==> config.mk <==
export PLATFORM = sky130hd
export DESIGN_NAME = ula_acumulador_flat
export DESIGN_NICKNAME = d
export VERILOG_FILES = /design/src/rtl/ula_acumulador_if.sv /design/src/rtl/ula_acumulador.sv /design/src/flat_wrapper.sv
export SDC_FILE = /design/constraint.sdc
export NUM_CORES = 1
export LEC_CHECK = 0
export BUFFER_PORTS_ARGS = -buffer_cell sky130_fd_sc_hd__clkbuf_2
export CAP_MARGIN = 30
export CORE_MARGIN = 8
export CORE_UTILIZATION = 56
export DETAILED_ROUTE_END_ITERATION = 12
export GPL_ROUTABILITY_DRIVEN = 0
export HOLD_SLACK_MARGIN = 0.03
export PLACE_DENSITY = 0.75
export SETUP_SLACK_MARGIN = 0.02
export SYNTH_ARGS = -nofsm -noshare
export SYNTH_HDL_FRONTEND = slang
export SYNTH_SLANG_ARGS = --single-unit
==> constraint.sdc <==
create_clock -name clock -period 4.58 [get_ports clock]
set_input_delay 0.229 -clock clock [delete_from_list [all_inputs] [get_ports clock]]
set_output_delay 0.229 -clock clock [all_outputs]
set_load 0.02 [all_outputs]
==> src/rtl/ula_acumulador_if.sv <==
// Bus bundle between the control FSM (master) and the accumulator ALU datapath (slave).
interface ula_acumulador_if #(
  parameter int WIDTH = 8
);
  logic [3:0]       ula_sel;
  logic             ula_re;
  logic             ac_wr;
  logic             ac_re;
  logic             mbr_wr_m;
  logic             mbr_wr_b;
  logic             mbr_re_b;
  logic [WIDTH-1:0] mem_q;
  logic [WIDTH-1:0] mem_d;
  logic [WIDTH-1:0] bus_out;
  logic [WIDTH-1:0] ac_q;
  logic             flagz;
  logic             flagn;
  logic             flagc;

  modport master (
    output ula_sel, ula_re, ac_wr, ac_re, mbr_wr_m, mbr_wr_b, mbr_re_b, mem_q,
    input  mem_d, bus_out, ac_q, flagz, flagn, flagc
  );

  modport slave (
    input  ula_sel, ula_re, ac_wr, ac_re, mbr_wr_m, mbr_wr_b, mbr_re_b, mem_q,
    output mem_d, bus_out, ac_q, flagz, flagn, flagc
  );
endinterface

==> src/rtl/ula_acumulador.sv <==
// Accumulator ALU datapath: MBR, AC, registered op select and registered result with flags.
// Optional divider for op 0101 enabled by defining ULA_DIV_EN.
module ula_acumulador #(
  parameter int WIDTH = 8
) (
  input  logic              clock,
  input  logic              reset,
  ula_acumulador_if.slave   io
);
  logic [WIDTH-1:0] mbr_q, mbr_d;
  logic [WIDTH-1:0] acc_q, acc_d;
  logic [3:0]       sel_q, sel_d;
  logic [WIDTH-1:0] res_q, res_d;
  logic             resc_q, resc_d;
  logic             flagz_q, flagz_d;
  logic             flagn_q, flagn_d;
  logic             flagc_q, flagc_d;

  logic [WIDTH-1:0]   alu_res;
  logic               alu_c;
  logic [WIDTH:0]     wide;
  logic [2*WIDTH-1:0] prod;

  // ALU works only on registered operands and the registered select,
  // so nothing from ula_sel reaches AC combinationally.
  always_comb begin
    alu_res = acc_q;
    alu_c   = 1'b0;
    wide    = '0;
    prod    = '0;
    case (sel_q)
      4'b0010: begin
        wide    = {1'b0, acc_q} + {1'b0, mbr_q};
        alu_res = wide[WIDTH-1:0];
        alu_c   = wide[WIDTH];
      end
      4'b0011: begin
        wide    = {1'b0, acc_q} - {1'b0, mbr_q};
        alu_res = wide[WIDTH-1:0];
        alu_c   = wide[WIDTH];
      end
      4'b0100: begin
        prod    = acc_q * mbr_q;
        alu_res = prod[WIDTH-1:0];
        alu_c   = |prod[2*WIDTH-1:WIDTH];
      end
`ifdef ULA_DIV_EN
      4'b0101: begin
        if (mbr_q == '0) begin
          alu_res = '1;
          alu_c   = 1'b1;
        end else begin
          alu_res = acc_q / mbr_q;
        end
      end
`endif
      4'b0110: alu_res = acc_q & mbr_q;
      4'b0111: alu_res = acc_q | mbr_q;
      4'b1000: alu_res = ~acc_q;
      default: alu_res = acc_q;
    endcase
  end

  always_comb begin
    mbr_d   = mbr_q;
    acc_d   = acc_q;
    sel_d   = sel_q;
    res_d   = res_q;
    resc_d  = resc_q;
    flagz_d = flagz_q;
    flagn_d = flagn_q;
    flagc_d = flagc_q;

    if (io.mbr_wr_m) begin
      mbr_d = io.mem_q;
    end else if (io.mbr_wr_b) begin
      mbr_d = acc_q;
    end

    if (io.ula_sel != 4'b0000) begin
      sel_d = io.ula_sel;
    end

    if (io.ula_re) begin
      res_d  = alu_res;
      resc_d = alu_c;
    end

    // AC takes the previously registered result, not the one being computed now.
    if (io.ac_wr) begin
      if (io.ula_re) begin
        acc_d   = res_q;
        flagz_d = (res_q == '0);
        flagn_d = res_q[WIDTH-1];
        flagc_d = resc_q;
      end else if (io.mbr_re_b) begin
        acc_d   = mbr_q;
        flagz_d = (mbr_q == '0);
        flagn_d = mbr_q[WIDTH-1];
        flagc_d = 1'b0;
      end
    end
  end

  always_ff @(posedge clock or negedge reset) begin
    if (!reset) begin
      mbr_q   <= '0;
      acc_q   <= '0;
      sel_q   <= 4'b0000;
      res_q   <= '0;
      resc_q  <= 1'b0;
      flagz_q <= 1'b0;
      flagn_q <= 1'b0;
      flagc_q <= 1'b0;
    end else begin
      mbr_q   <= mbr_d;
      acc_q   <= acc_d;
      sel_q   <= sel_d;
      res_q   <= res_d;
      resc_q  <= resc_d;
      flagz_q <= flagz_d;
      flagn_q <= flagn_d;
      flagc_q <= flagc_d;
    end
  end

  always_comb begin
    if (io.ula_re) begin
      io.bus_out = res_q;
    end else if (io.mbr_re_b) begin
      io.bus_out = mbr_q;
    end else if (io.ac_re) begin
      io.bus_out = acc_q;
    end else begin
      io.bus_out = '0;
    end
  end

  assign io.mem_d = mbr_q;
  assign io.ac_q  = acc_q;
  assign io.flagz = flagz_q;
  assign io.flagn = flagn_q;
  assign io.flagc = flagc_q;
endmodule

==> src/flat_wrapper.sv <==
// flat-port wrapper written by rule: the top's interface ports become plain ports
module ula_acumulador_flat 
#(
  parameter int WIDTH = 8
)
  (clock, reset, io_ula_sel, io_ula_re, io_ac_wr, io_ac_re, io_mbr_wr_m, io_mbr_wr_b, io_mbr_re_b, io_mem_q, io_mem_d, io_bus_out, io_ac_q, io_flagz, io_flagn, io_flagc);
  ula_acumulador_if #(.WIDTH(WIDTH)) io_i ();
  input  logic clock;
  input  logic reset;
  input wire logic [$bits(io_i.ula_sel)-1:0] io_ula_sel;
  input wire logic [$bits(io_i.ula_re)-1:0] io_ula_re;
  input wire logic [$bits(io_i.ac_wr)-1:0] io_ac_wr;
  input wire logic [$bits(io_i.ac_re)-1:0] io_ac_re;
  input wire logic [$bits(io_i.mbr_wr_m)-1:0] io_mbr_wr_m;
  input wire logic [$bits(io_i.mbr_wr_b)-1:0] io_mbr_wr_b;
  input wire logic [$bits(io_i.mbr_re_b)-1:0] io_mbr_re_b;
  input wire logic [$bits(io_i.mem_q)-1:0] io_mem_q;
  output wire logic [$bits(io_i.mem_d)-1:0] io_mem_d;
  output wire logic [$bits(io_i.bus_out)-1:0] io_bus_out;
  output wire logic [$bits(io_i.ac_q)-1:0] io_ac_q;
  output wire logic [$bits(io_i.flagz)-1:0] io_flagz;
  output wire logic [$bits(io_i.flagn)-1:0] io_flagn;
  output wire logic [$bits(io_i.flagc)-1:0] io_flagc;
  assign io_i.ula_sel = io_ula_sel;
  assign io_i.ula_re = io_ula_re;
  assign io_i.ac_wr = io_ac_wr;
  assign io_i.ac_re = io_ac_re;
  assign io_i.mbr_wr_m = io_mbr_wr_m;
  assign io_i.mbr_wr_b = io_mbr_wr_b;
  assign io_i.mbr_re_b = io_mbr_re_b;
  assign io_i.mem_q = io_mem_q;
  assign io_mem_d = io_i.mem_d;
  assign io_bus_out = io_i.bus_out;
  assign io_ac_q = io_i.ac_q;
  assign io_flagz = io_i.flagz;
  assign io_flagn = io_i.flagn;
  assign io_flagc = io_i.flagc;
  ula_acumulador #(.WIDTH(WIDTH)) u_core (.clock(clock), .reset(reset), .io(io_i));
endmodule
==> impl_metrics.tcl <==
set metrics [dict create \
    outcome "finished clean" \
    cts_buffers 5 \
    final_common_cell "inv_1" \
    avgSynthCellArea_um2 7.88 \
    fp-row-count 34 \
    place_area_mm2 0.00533 \
    cap_violations 0 \
    worstPathRequired_ns 4.74 \
    synthArstFlopShare_pct 100 \
    hold_viol 0 \
    final_max_slew_viol_count 0 \
    multi_input_area_mm2 0.00366 \
    clk_latency_ns 0.29 \
    crit_chain "buf_4 -> nand2_1 -> fa_1 -> fa_1 -> fa_1 -> inv_1 -> fa_1 -> ha_4 -> a21o_1 -> a31oi_4 -> a32oi_2 -> xor2_1 -> o311ai_1 -> nand4_1" \
    fillers 705 \
    clock-sinks 31 \
    fin_util_pct 65.6 \
    clock_path_buffers 2 \
    layout_common_cells "inv_1 (81), nand2_1 (72), nor2_1 (69)" \
    antenna_left 0 \
    synth_edf_count 0 \
    peakVddDrop_uv 286 \
    cpPeakStageDelay_ns 0.59 \
    synth_top_flop_cell "dfrtp_1" \
    gr-usage-all-layers_pct 24.2 \
    worst_hold_path_type "input pin to async pin" \
    antenna_found_initial 0 \
    slew_headroom_pct 37.2 \
    arrival_ns 4.52 \
    layout_min_cycle_time_ns 4.36 \
    setup_violations 0 \
    seqCellArea_um2 790 \
    synth-seq-cells 31 \
    rsz0062_at_grt "no" \
    drive_gt1_share_pct 20.0 \
    cp_max_fo 6 \
    syn2layout_area_growth_pct 16.3 \
    start_util_pct 56.4 \
    grt_max_degree 49 \
    vias 4653 \
    p_per_area_mw_per_mm2 420 \
    dieArea_mm2 0.0118 \
    tns_ns 0 \
    synthCells 612 \
    drc 0 \
    worst_setup_path_start_kind "flop" \
    post-route-period-util_pct 95.2 \
    dp_hpwl_mm 11.1 \
    die_x_um 109 \
    fp.dieH_um 109 \
    ys_seq_area_share_pct 16.1 \
    leakage_uw 0.00281 \
    fin_area_mm2 0.00561 \
    synth_area_mm2 0.00482 \
    crit_type "flop to flop" \
    io_pins 47 \
    grt_pass1_wl_mm 22.6 \
    first_pass_iters 5 \
    tightest_slew_ns 0.942 \
    worst_path_max_delay_cell "fa_1" \
    grt_pass1_vias 4505 \
    placedCellCount 769 \
    ys_types 59 \
    cp_common_cell "fa_1" \
    clock_skew_ns 0.00455 \
    path_clk_slew_ns 0.07 \
    syn-num-nets 730 \
    coreArea_mm2 0.00855 \
    grt_overflow 0 \
    htree_levels 2 \
    port_buffers 46 \
    cp-end-kind "flop" \
    routed_wl_mm 14.0 \
    stdcell_count 788 \
    cts_tree "done" \
    n_antenna_cell 0 \
    root_buffer "clkbuf_8" \
    viasPerCell 5.90 \
    drt_iter0_drc 404 \
    whs_ns 0.0243 \
    post_drt_wl_per_cell_um 17.8 \
    yosys_warnings 0 \
    fmax_mhz 229 \
    nNetsFinal 797 \
]
[critical path, delay by kind of cell (launching register included)]
family | cells | cell delay [ns]
compound gates | 4 | 0.87
flops | 1 | 0.42
fa+ha+maj | 5 | 2.35
xor+xnor | 1 | 0.16
buf+inv | 2 | 0.22
simple gates | 2 | 0.19
[metrics by stage]
step / setup slack [ns] / total power [uW]
floorplan: 0.0205 / 1480
global placement: 0.143 / 1880
detailed placement: 0.0206 / 1930
global route: 0.0225 / 2550
CTS: 0.0592 / 2210
finish: 0.220 / 2360
[what timing repair did]
action	4_1_cts	5_1_grt
hold buffers	0	0
pin swaps	0	3
setup buffers	0	11
resized for setup	2	23
endpoints found under the setup margin	1	2
[where the power goes]
part	internal [uW]	switching (uW)	leakage, uW
Sequential	319	68.4	0.000365
Clock	137	117	0.0000505
Combinational	730	984	0.00240
[routing by layer]
layer | track usage [%] | share of wire [%] | vias up
met2 | 37.3 | 45 | 239
met4 | 11.6 | 4.7 | 0
met5 | 0 | 0 | -
met1 | 32.2 | 42 | 2196
li1 | - | - | 2174
met3 | 4.49 | 8.7 | 44
[synthesized netlist by cell type, types with 4 or more instances]
library cell	count	share of area (%)
a211oi_1	4	0.62
a21o_1	9	1.4
a21oi_1	32	3.3
a22oi_1	4	0.62
a31oi_1	6	0.78
buf_2	7	0.73
clkbuf_1	23	1.8
dfrtp_1	31	16
fa_1	38	16
ha_1	60	16
inv_1	82	6.4
mux2i_1	16	3.3
nand2_1	72	5.6
nand2b_1	4	0.52
nand3b_1	5	0.78
nor2_1	69	5.4
nor2b_1	7	0.91
nor3_1	11	1.1
nor4_1	6	0.78
o21a_1	10	1.6
o21ai_0	44	4.6
xnor2_1	7	1.3
xor2_1	4	0.73
[cell families (layout without fill, tap and decap cells)]
kind of cell             Yosys count  count (layout)  synth area share [%]
buffers and inverters            120             188                  9.75
AND/OR/NAND/NOR                  192             192                  17.7
multiplexers                      17              17                  3.55
flip-flops                        31              31                  16.1
adder cells (fa/ha/maj)           98              98                  31.3
AO/OA/AOI/OAI                    143             143                  19.6
XOR/XNOR                          11              11                  2.00
[final timing paths]
kind | start | end | slack, ns | cells after the start
max | u_core.io.mem_d[3]$_DFFE_PN0P_ | u_core.resc_q$_DFFE_PN0P_ | 0.22 | 14
min | reset | u_core.sel_q[2]$_DFFE_PN0P_ | 0.02 | 1
max reg2reg | u_core.io.mem_d[3]$_DFFE_PN0P_ | u_core.resc_q$_DFFE_PN0P_ | 0.22 | 14
min reg2reg | u_core.io.flagz$_DFFE_PN0P_ | u_core.io.flagz$_DFFE_PN0P_ | 0.48 | 2
max in group asynchronous | reset | u_core.io.mem_d[5]$_DFFE_PN0P_ | 3.97 | 1
min in group clock | io_mem_q[1] | u_core.io.mem_d[1]$_DFFE_PN0P_ | 0.15 | 3
[area by class of cell]
type | instances | area share, %
sequential | 31 | 14.1
multi-input combinational | 461 | 65.3
clock buffer | 7 | 1.72
timing repair buffer | 95 | 10.7
clock inverter | 1 | 0.134
tap | 108 | 2.41
inverter | 85 | 5.69
[flip-flops by register name, indices dropped and copies added, names as in the netlist]
signal	cells
u_core.io.flagz	1
u_core.io.mem_d	8
u_core.io.flagc	1
u_core.sel_q	4
u_core.io.ac_q	8
u_core.res_q	8
u_core.resc_q	1
(Power assumes the default switching activity.)
